File: src/rtl/instr_issue_if.sv
// ============================================================================
// instr_issue_if : loader push channel and issue bus of the instruction issue unit
// Revision 1.0
// ============================================================================
`default_nettype none

interface instr_issue_if;
  logic        in_valid;
  logic        in_ready;
  logic [31:0] in_instr;
  logic [31:0] ibus;
  logic        issue_valid;
  logic [15:0] bubble_cnt;

  // slave: the issue unit itself; master: the loader/controller environment
  modport slave (
    input  in_valid, in_instr,
    output in_ready, ibus, issue_valid, bubble_cnt
  );

  modport master (
    output in_valid, in_instr,
    input  in_ready, ibus, issue_valid, bubble_cnt
  );
endinterface

`default_nettype wire

File: src/rtl/instr_issue.sv
// ============================================================================
// instr_issue : FIFO-fed instruction issue with RAW-hazard NOP bubble insertion.
// Optional macro ISSUE_BUBBLE_CNT_EN enables the saturating hazard-stall counter.
// Revision 1.0
// ============================================================================
`default_nettype none

module instr_issue #(
  parameter int DEPTH     = 4,
  parameter int HAZ_DEPTH = 3
) (
  input  logic         clk,
  input  logic         rst_n,
  instr_issue_if.slave bus
);

  localparam int          AW       = $clog2(DEPTH);
  localparam logic [AW:0] FULL_CNT = (AW+1)'(DEPTH);

  logic [31:0]   mem [DEPTH];
  logic [AW-1:0] wr_ptr;
  logic [AW-1:0] rd_ptr;
  logic [AW:0]   count;
  logic [4:0]    hist [HAZ_DEPTH];
  logic [31:0]   ibus_r;
  logic          valid_r;

  logic [31:0]   head;
  logic [4:0]    src_a;
  logic [4:0]    src_b;
  logic [4:0]    dest;
  logic          haz_any;
  logic          hazard;
  logic          full;
  logic          empty;
  logic          push;
  logic          issue;

  assign full  = (count == FULL_CNT);
  assign empty = (count == '0);
  assign push  = bus.in_valid && !full;
  assign head  = mem[rd_ptr];

  assign bus.in_ready    = !full;
  assign bus.ibus        = ibus_r;
  assign bus.issue_valid = valid_r;

  // I-type has a single source; a zero second source can never match history
  always_comb begin
    src_a = head[25:21];
    src_b = 5'd0;
    dest  = head[20:16];
    if (head[31:26] == 6'd0) begin
      src_b = head[20:16];
      dest  = head[15:11];
    end
  end

  always_comb begin
    haz_any = 1'b0;
    for (int i = 0; i < HAZ_DEPTH; i++) begin
      if (hist[i] != 5'd0 && (hist[i] == src_a || hist[i] == src_b))
        haz_any = 1'b1;
    end
  end

  assign hazard = haz_any;
  assign issue  = !empty && !hazard;

  always_ff @(posedge clk) begin
    if (push)
      mem[wr_ptr] <= bus.in_instr;
  end

  always_ff @(posedge clk or negedge rst_n) begin
    if (!rst_n) begin
      wr_ptr  <= '0;
      rd_ptr  <= '0;
      count   <= '0;
      ibus_r  <= 32'h0;
      valid_r <= 1'b0;
      for (int i = 0; i < HAZ_DEPTH; i++)
        hist[i] <= 5'd0;
    end else begin
      if (push)
        wr_ptr <= wr_ptr + AW'(1);
      if (issue)
        rd_ptr <= rd_ptr + AW'(1);

      case ({push, issue})
        2'b10:   count <= count + (AW+1)'(1);
        2'b01:   count <= count - (AW+1)'(1);
        default: count <= count;
      endcase

      ibus_r  <= issue ? head : 32'h0;
      valid_r <= issue;

      // a bubble shifts in a zero destination so the hazard window drains
      for (int i = HAZ_DEPTH - 1; i > 0; i--)
        hist[i] <= hist[i-1];
      hist[0] <= issue ? dest : 5'd0;
    end
  end

`ifdef ISSUE_BUBBLE_CNT_EN
  logic [15:0] bub_r;

  // empty-FIFO bubbles are idle time, not stalls, so they are not counted
  always_ff @(posedge clk or negedge rst_n) begin
    if (!rst_n)
      bub_r <= 16'h0;
    else if (!empty && hazard && bub_r != 16'hFFFF)
      bub_r <= bub_r + 16'd1;
  end

  assign bus.bubble_cnt = bub_r;
`else
  assign bus.bubble_cnt = 16'h0;
`endif

endmodule

`default_nettype wire

File: src/flat_wrapper.sv
// flat-port wrapper written by rule: the top's interface ports become plain ports
module instr_issue_flat 
#(
  parameter int DEPTH     = 4,
  parameter int HAZ_DEPTH = 3
)
  (clk, rst_n, bus_in_valid, bus_in_instr, bus_in_ready, bus_ibus, bus_issue_valid, bus_bubble_cnt);
  instr_issue_if bus_i ();
  input  logic clk;
  input  logic rst_n;
  input wire logic [$bits(bus_i.in_valid)-1:0] bus_in_valid;
  input wire logic [$bits(bus_i.in_instr)-1:0] bus_in_instr;
  output wire logic [$bits(bus_i.in_ready)-1:0] bus_in_ready;
  output wire logic [$bits(bus_i.ibus)-1:0] bus_ibus;
  output wire logic [$bits(bus_i.issue_valid)-1:0] bus_issue_valid;
  output wire logic [$bits(bus_i.bubble_cnt)-1:0] bus_bubble_cnt;
  assign bus_i.in_valid = bus_in_valid;
  assign bus_i.in_instr = bus_in_instr;
  assign bus_in_ready = bus_i.in_ready;
  assign bus_ibus = bus_i.ibus;
  assign bus_issue_valid = bus_i.issue_valid;
  assign bus_bubble_cnt = bus_i.bubble_cnt;
  instr_issue #(.DEPTH(DEPTH), .HAZ_DEPTH(HAZ_DEPTH)) u_core (.clk(clk), .rst_n(rst_n), .bus(bus_i));
endmodule
File: config.mk
export PLATFORM = sky130hd
export DESIGN_NAME = instr_issue_flat
export DESIGN_NICKNAME = d
export VERILOG_FILES = /design/src/rtl/instr_issue_if.sv /design/src/rtl/instr_issue.sv /design/src/flat_wrapper.sv
export SDC_FILE = /design/constraint.sdc
export NUM_CORES = 1
export LEC_CHECK = 0
export CAP_MARGIN = 20
export CORE_MARGIN = 1.5
export CORE_UTILIZATION = 40
export CTS_CLUSTER_SIZE = 8
export DETAILED_ROUTE_END_ITERATION = 8
export PLACE_DENSITY = 0.7
export SLEW_MARGIN = 25
export SYNTH_ARGS = -nofsm -noshare
export SYNTH_HDL_FRONTEND = slang
export SYNTH_SLANG_ARGS = --single-unit
export TNS_END_PERCENT = 5
File: constraint.sdc
create_clock -name clk -period 3.9 [get_ports clk]
set_input_delay 0.78 -clock clk [delete_from_list [all_inputs] [get_ports clk]]
set_output_delay 0.78 -clock clk [all_outputs]
set_load 0.1 [all_outputs]
After elaboration in Yosys (flattened, before gate mapping) --
Memories as Yosys holds them, arrays and structs flattened. Index checks and enable logic that the tools add are counted.
Word-level totals: memory bits (read-only) 0, memories kept 1, register bits after elaboration 55, bits in writable memories 128, bits in latches 0, output and inout port bits 50, word-level logic and storage cells 49, bits of input ports 35
Operators by class: eq/ne operators 9, reductions and logical operators 17, div/mod/pow operators 0, $lt $le $gt $ge 0, muxes and demuxes 10, shifts and indexed selects 0, add/subtract/negate cells 4, multiply operators 0, bitwise gates (word level) 0
Memories:
- u_core.mem | depth 4, width 32, rd ports 1, clocked after memory_dff 0, wr ports 1, line instr_issue.sv:20 | logic [31:0] mem [DEPTH];
Operator list (number):
- $mux 32 | 1
- $eq 5x5->1 | 6
- $mux 5 | 3
- $reduce_bool 5->1 | 3
- $logic_not 6->1 | 1
- $pmux 3 s2 | 1
- $logic_and 1x1->1 | 5
- $mux 1 | 5
- $add 2x1->2 const B | 2
- $add 3x1->3 const B | 1
- $eq 3x3->1 const B | 1
- $logic_not 1->1 | 3
- $logic_not 3->1 | 1
- $logic_or 1x1->1 | 3
- $sub 3x1->3 const B | 1
- $eq 2x1->1 const B | 1
- $eq 2x2->1 const B | 1
- $reduce_bool 2->1 | 1

Longest topological paths before layout --
An unclocked memory read counts as a cell.
depth after elaboration 13, gate-level depth with buffers 17

Worst setup path before layout --
OpenSTA, ideal clock, no wires.
kind register -> register, start point register u_core.rd_ptr[0], end point register u_core.count[2], arrival time 3300 ps, period minus slack after synthesis 3425 ps, stages on the path, launching flop included 16, buffers on the path 3, data required time 3775 ps, slack 475 ps, cell sequence dfrtp_1 > buf_6 > mux4_2 > nor4_4 > nand2_2 > o32ai_1 > nor3_1 > nand3_2 > buf_6 > buf_6 > inv_2 > ha_1 > fa_1 > xnor2_1 > nor2_1 > xor2_1
Between the ends: word-level cells in the longest chain between the ends 13, elaborated cells between the ends (all ways) 24, those cells by class eq/ne: 8; mux: 5; reduce/logical: 10; memory: 1
Ends and longest elaborated chain:
- start: declaration | line instr_issue.sv:22 | logic [AW-1:0] rd_ptr;
- start signal: assignment | line instr_issue.sv:88 | rd_ptr <= rd_ptr + AW'(1);
- $mem_v2 4x32 (*)
- $logic_not 6->1 | line instr_issue.sv:53 | if (head[31:26] == 6'd0) begin
- $mux 5 | line instr_issue.sv:53
- $eq 5x5->1 | line instr_issue.sv:62 | if (hist[i] != 5'd0 && (hist[i] == src_a || hist[i] == src_b))
- $logic_or 1x1->1 | line instr_issue.sv:62
- $logic_and 1x1->1 | line instr_issue.sv:62
- $mux 1 (2 in series) | line instr_issue.sv:62
- $mux 1 (*) | line instr_issue.sv:62
- $logic_not 1->1 (*) | line instr_issue.sv:68 | assign issue = !empty && !hazard;
- $logic_and 1x1->1 (*) | line instr_issue.sv:68
- via u_core.issue | line instr_issue.sv:37 | logic issue;
- $eq 2x1->1 or $eq 2x2->1 (tied branches) | line instr_issue.sv:90 | case ({push, issue})
- $pmux 3 s2 or $reduce_bool 2->1 (tied branches)
- end signal: assignment | line instr_issue.sv:91 | 2'b10: count <= count + (AW+1)'(1);
- end signal: assignment | line instr_issue.sv:92 | 2'b01: count <= count - (AW+1)'(1);
- end signal: assignment | line instr_issue.sv:93 | default: count <= count;
- end: declaration | line instr_issue.sv:23 | logic [AW:0] count;
Mark *: on every way through the listed nets, which the timed path passes. The rest lies on a longest branch. A chain may end at the register's enable or synchronous reset.

Worst setup path in the final report --
Ends and elaborated chain as after synthesis.

==> results.yml <==
critical_path:
  cp_max_fo: 10
  worstPathArrival_ns: 3.86
  worstSetupPathType: "reg -> reg"
  worstPathRequired_ns: 4.21
  cp_slowest_cell: "mux4_2"
  r2r-start: "u_core.rd_ptr[0]$_DFFE_PN0P_"
  end_kind: "flip-flop"
  max_stage_delay_ns: 0.56
  crit_path_start_kind: "flip-flop"
  r2r_end: "u_core.count[2]$_DFFE_PN0P_"
  startpoint: "u_core.rd_ptr[0]$_DFFE_PN0P_"
  crit_path_end: "u_core.count[2]$_DFFE_PN0P_"
  reg2reg_depth: 12
  r2r_slack_ns: 0.35
  critical_path.cell_chain: "mux4_2 -> nor4_4 -> nand2_2 -> o32ai_1 -> nor3_1 -> nand3_2 -> inv_2 -> ha_1 -> fa_1 -> xnor2_1 -> nor2_1 -> xor2_1"
grt:
  grt_max_degree: 40
  grt_pass1_wl_um: 20700
  overflow: 0
  grt_usage_pct: 15.4
  grt_pass1_vias: 3713
  grt_antenna_before_repair: 0
timing:
  fmax_mhz: 281
  tns_ns: 0
  post-route-period-util_pct: 91.1
  slew_headroom_pct: 34.3
  setup_violations: 0
  hold_viol_final: 0
  finalClockSkew_ns: 0.00946
  period_needed_ns: 3.55
  max_slew.worst_pin.slew_ns: 0.983
  final_max_slew_viol_count: 0
  grt_setup_unrepaired: "no"
run:
  maxCapViolations: 0
cells_and_area:
  final_nets: 524
  final_util_pct: 49.7
  mostFrequentLayoutCells: "edfxtp_1 (128), clkdlybuf4s50_1 (67), dfrtp_1 (54)"
  syn2layout_area_growth_pct: 20.2
  diodes: 0
  multi_input_area_um2: 1760
  regArea_um2: 5220
  drive_gt1_share_pct: 16.7
  mostFrequentLayoutCell: "edfxtp_1"
  fillers: 1433
clock_network:
  postCtsHoldBufs: 0
  cts_root_buffer: "clkbuf_16"
  htreeDepth: 4
  cts_tree: "yes"
  postCtsSetupBuffers: 0
  cts_buffer_depth: 2
  clock_sinks: 183
  worst_skew_pair.late_latency_ns: 0.43
  clk_pin_slew_worst_paths_ns: 0.07
  cts-buffers-inserted: 17
yosys:
  synth_flop_cell: "edfxtp_1"
  yosys_register_bits: 183
  postSynth.asyncResetShare_pct: 30.1
  synthesis.area_um2: 7200
  seq_area_frac_synth_pct: 72.5
  synth_top_area_share_pct: 53.4
  ys.warnings.count: 0
  synth_top_cell_by_area: "edfxtp_1"
  avgSynthCellArea_um2: 18.0
  syn_inst: 401
  yosysUniqueCellTypes: 39
  synth_area_leaders: "edfxtp_1 (53%), dfrtp_1 (19%), mux4_2 (10%)"
  synth_edf_count: 128
floorplanning:
  die-area_um2: 18800
  io_pins: 85
  core-area_um2: 17400
  num_rows: 48
  start_util_pct: 41.3
  die_height_um: 137
  die_w_um: 137
route:
  viasPerCell: 4.98
  drc_errors: 0
  dr.pass1.iters: 4
  wl_per_cell_um: 18.2
  antenna_left: 0
  drtIter0Drc: 157
  dr_total_vias: 3592
  drt_wl_total_um: 13100
outcome:
  status: "completed"
place:
  place_congestion: 0.880
  dp_hpwl_um: 8260
  io_buffers: 68
min_path:
  hp-class: "in -> async"
[what timing repair did]
item | CTS | global route
gates resized for setup | 0 | 1
endpoints found under the setup margin | 0 | 1
endpoints found under the hold margin | 0 | 0
[state kept, by name, indices dropped and copies added (netlist names)]
register                flops
u_core.bus.ibus            32
u_core.bus.issue_valid      1
u_core.count                3
u_core.hist                15
u_core.mem                128
u_core.rd_ptr               2
u_core.wr_ptr               2
[layout make-up]
class / count / share of cell area [%]
Tap cell: 225 / 3.25
Sequential cell: 183 / 60.4
Clock inverter: 13 / 1.52
Timing Repair Buffer: 76 / 8.58
Inverter: 20 / 0.868
Multi-Input combinational cell: 185 / 20.3
Clock buffer: 19 / 5.12
[cells in the mapped netlist (3+ instances only)]
| cell | count |
|---|---|
| a21oi_1 | 3 |
| and3_1 | 4 |
| buf_4 | 19 |
| buf_6 | 4 |
| dfrtp_1 | 55 |
| edfxtp_1 | 128 |
| ha_1 | 5 |
| inv_1 | 19 |
| mux2_2 | 3 |
| mux2i_1 | 5 |
| mux4_2 | 32 |
| nand2_1 | 4 |
| nand3_1 | 3 |
| nand3_2 | 3 |
| nor2_1 | 28 |
| nor2b_1 | 19 |
| nor3_1 | 4 |
| nor4_1 | 5 |
| o32ai_1 | 4 |
| xnor2_1 | 24 |
| xor2_1 | 3 |
[per-layer routing]
metal | GRT usage [%] | vias up | routed length [um]
met4 | 6.14 | 0 | 184
met5 | 0 | - | 0
met1 | 19.9 | 1848 | 5820
met2 | 25.2 | 98 | 6620
met3 | 3.59 | 12 | 491
li1 | - | 1634 | -
[cell families after synthesis]
group	synth area share [%]
flip-flops	72.5
multiplexers	11.2
adder cells (fa/ha/maj)	1.15
buffers and inverters	3.95
other	0.0521
XOR/XNOR	3.29
AO/OA/AOI/OAI	1.77
AND/OR/NAND/NOR	6.10
[metrics by stage]
step	worst slack, ns	hold slack (ns)	std cells	area [um2]
6_report	0.346	0.328	721	8650
5_1_grt	0.0498	0.367	721	8650
4_1_cts	0.226	0.471	721	8640
3_5_place_dp	0.245	0.457	689	8070
3_3_place_gp	0.359	0.463	689	8070
2_1_floorplan	0.475	0.420	416	7250
[worst min-delay path by stage]
stage | end | cells after the start
finish | u_core.bus.ibus[22]$_DFF_PN0_ | 1
global route | u_core.bus.ibus[26]$_DFF_PN0_ | 1
CTS | u_core.hist[0]$_DFF_PN0_ | 0
detailed placement | u_core.hist[0]$_DFF_PN0_ | 0
global placement | u_core.hist[0]$_DFF_PN0_ | 0
floorplan | u_core.hist[5]$_DFF_PN0_ | 0
[critical path: cells and delay by family, from the launching register on]
kind / cells / cell delay (ns)
AO/OA/AOI/OAI: 1 / 0.36
XOR/XNOR: 2 / 0.31
adder cells (fa/ha/maj): 2 / 0.70
buffers and inverters: 1 / 0.05
flip-flops: 1 / 0.45
multiplexers: 1 / 0.56
AND/OR/NAND/NOR: 5 / 1.00
Power is left out: the tool's default activity adds up to more than one toggle a clock period on the data nets, which glitch-free logic cannot reach.
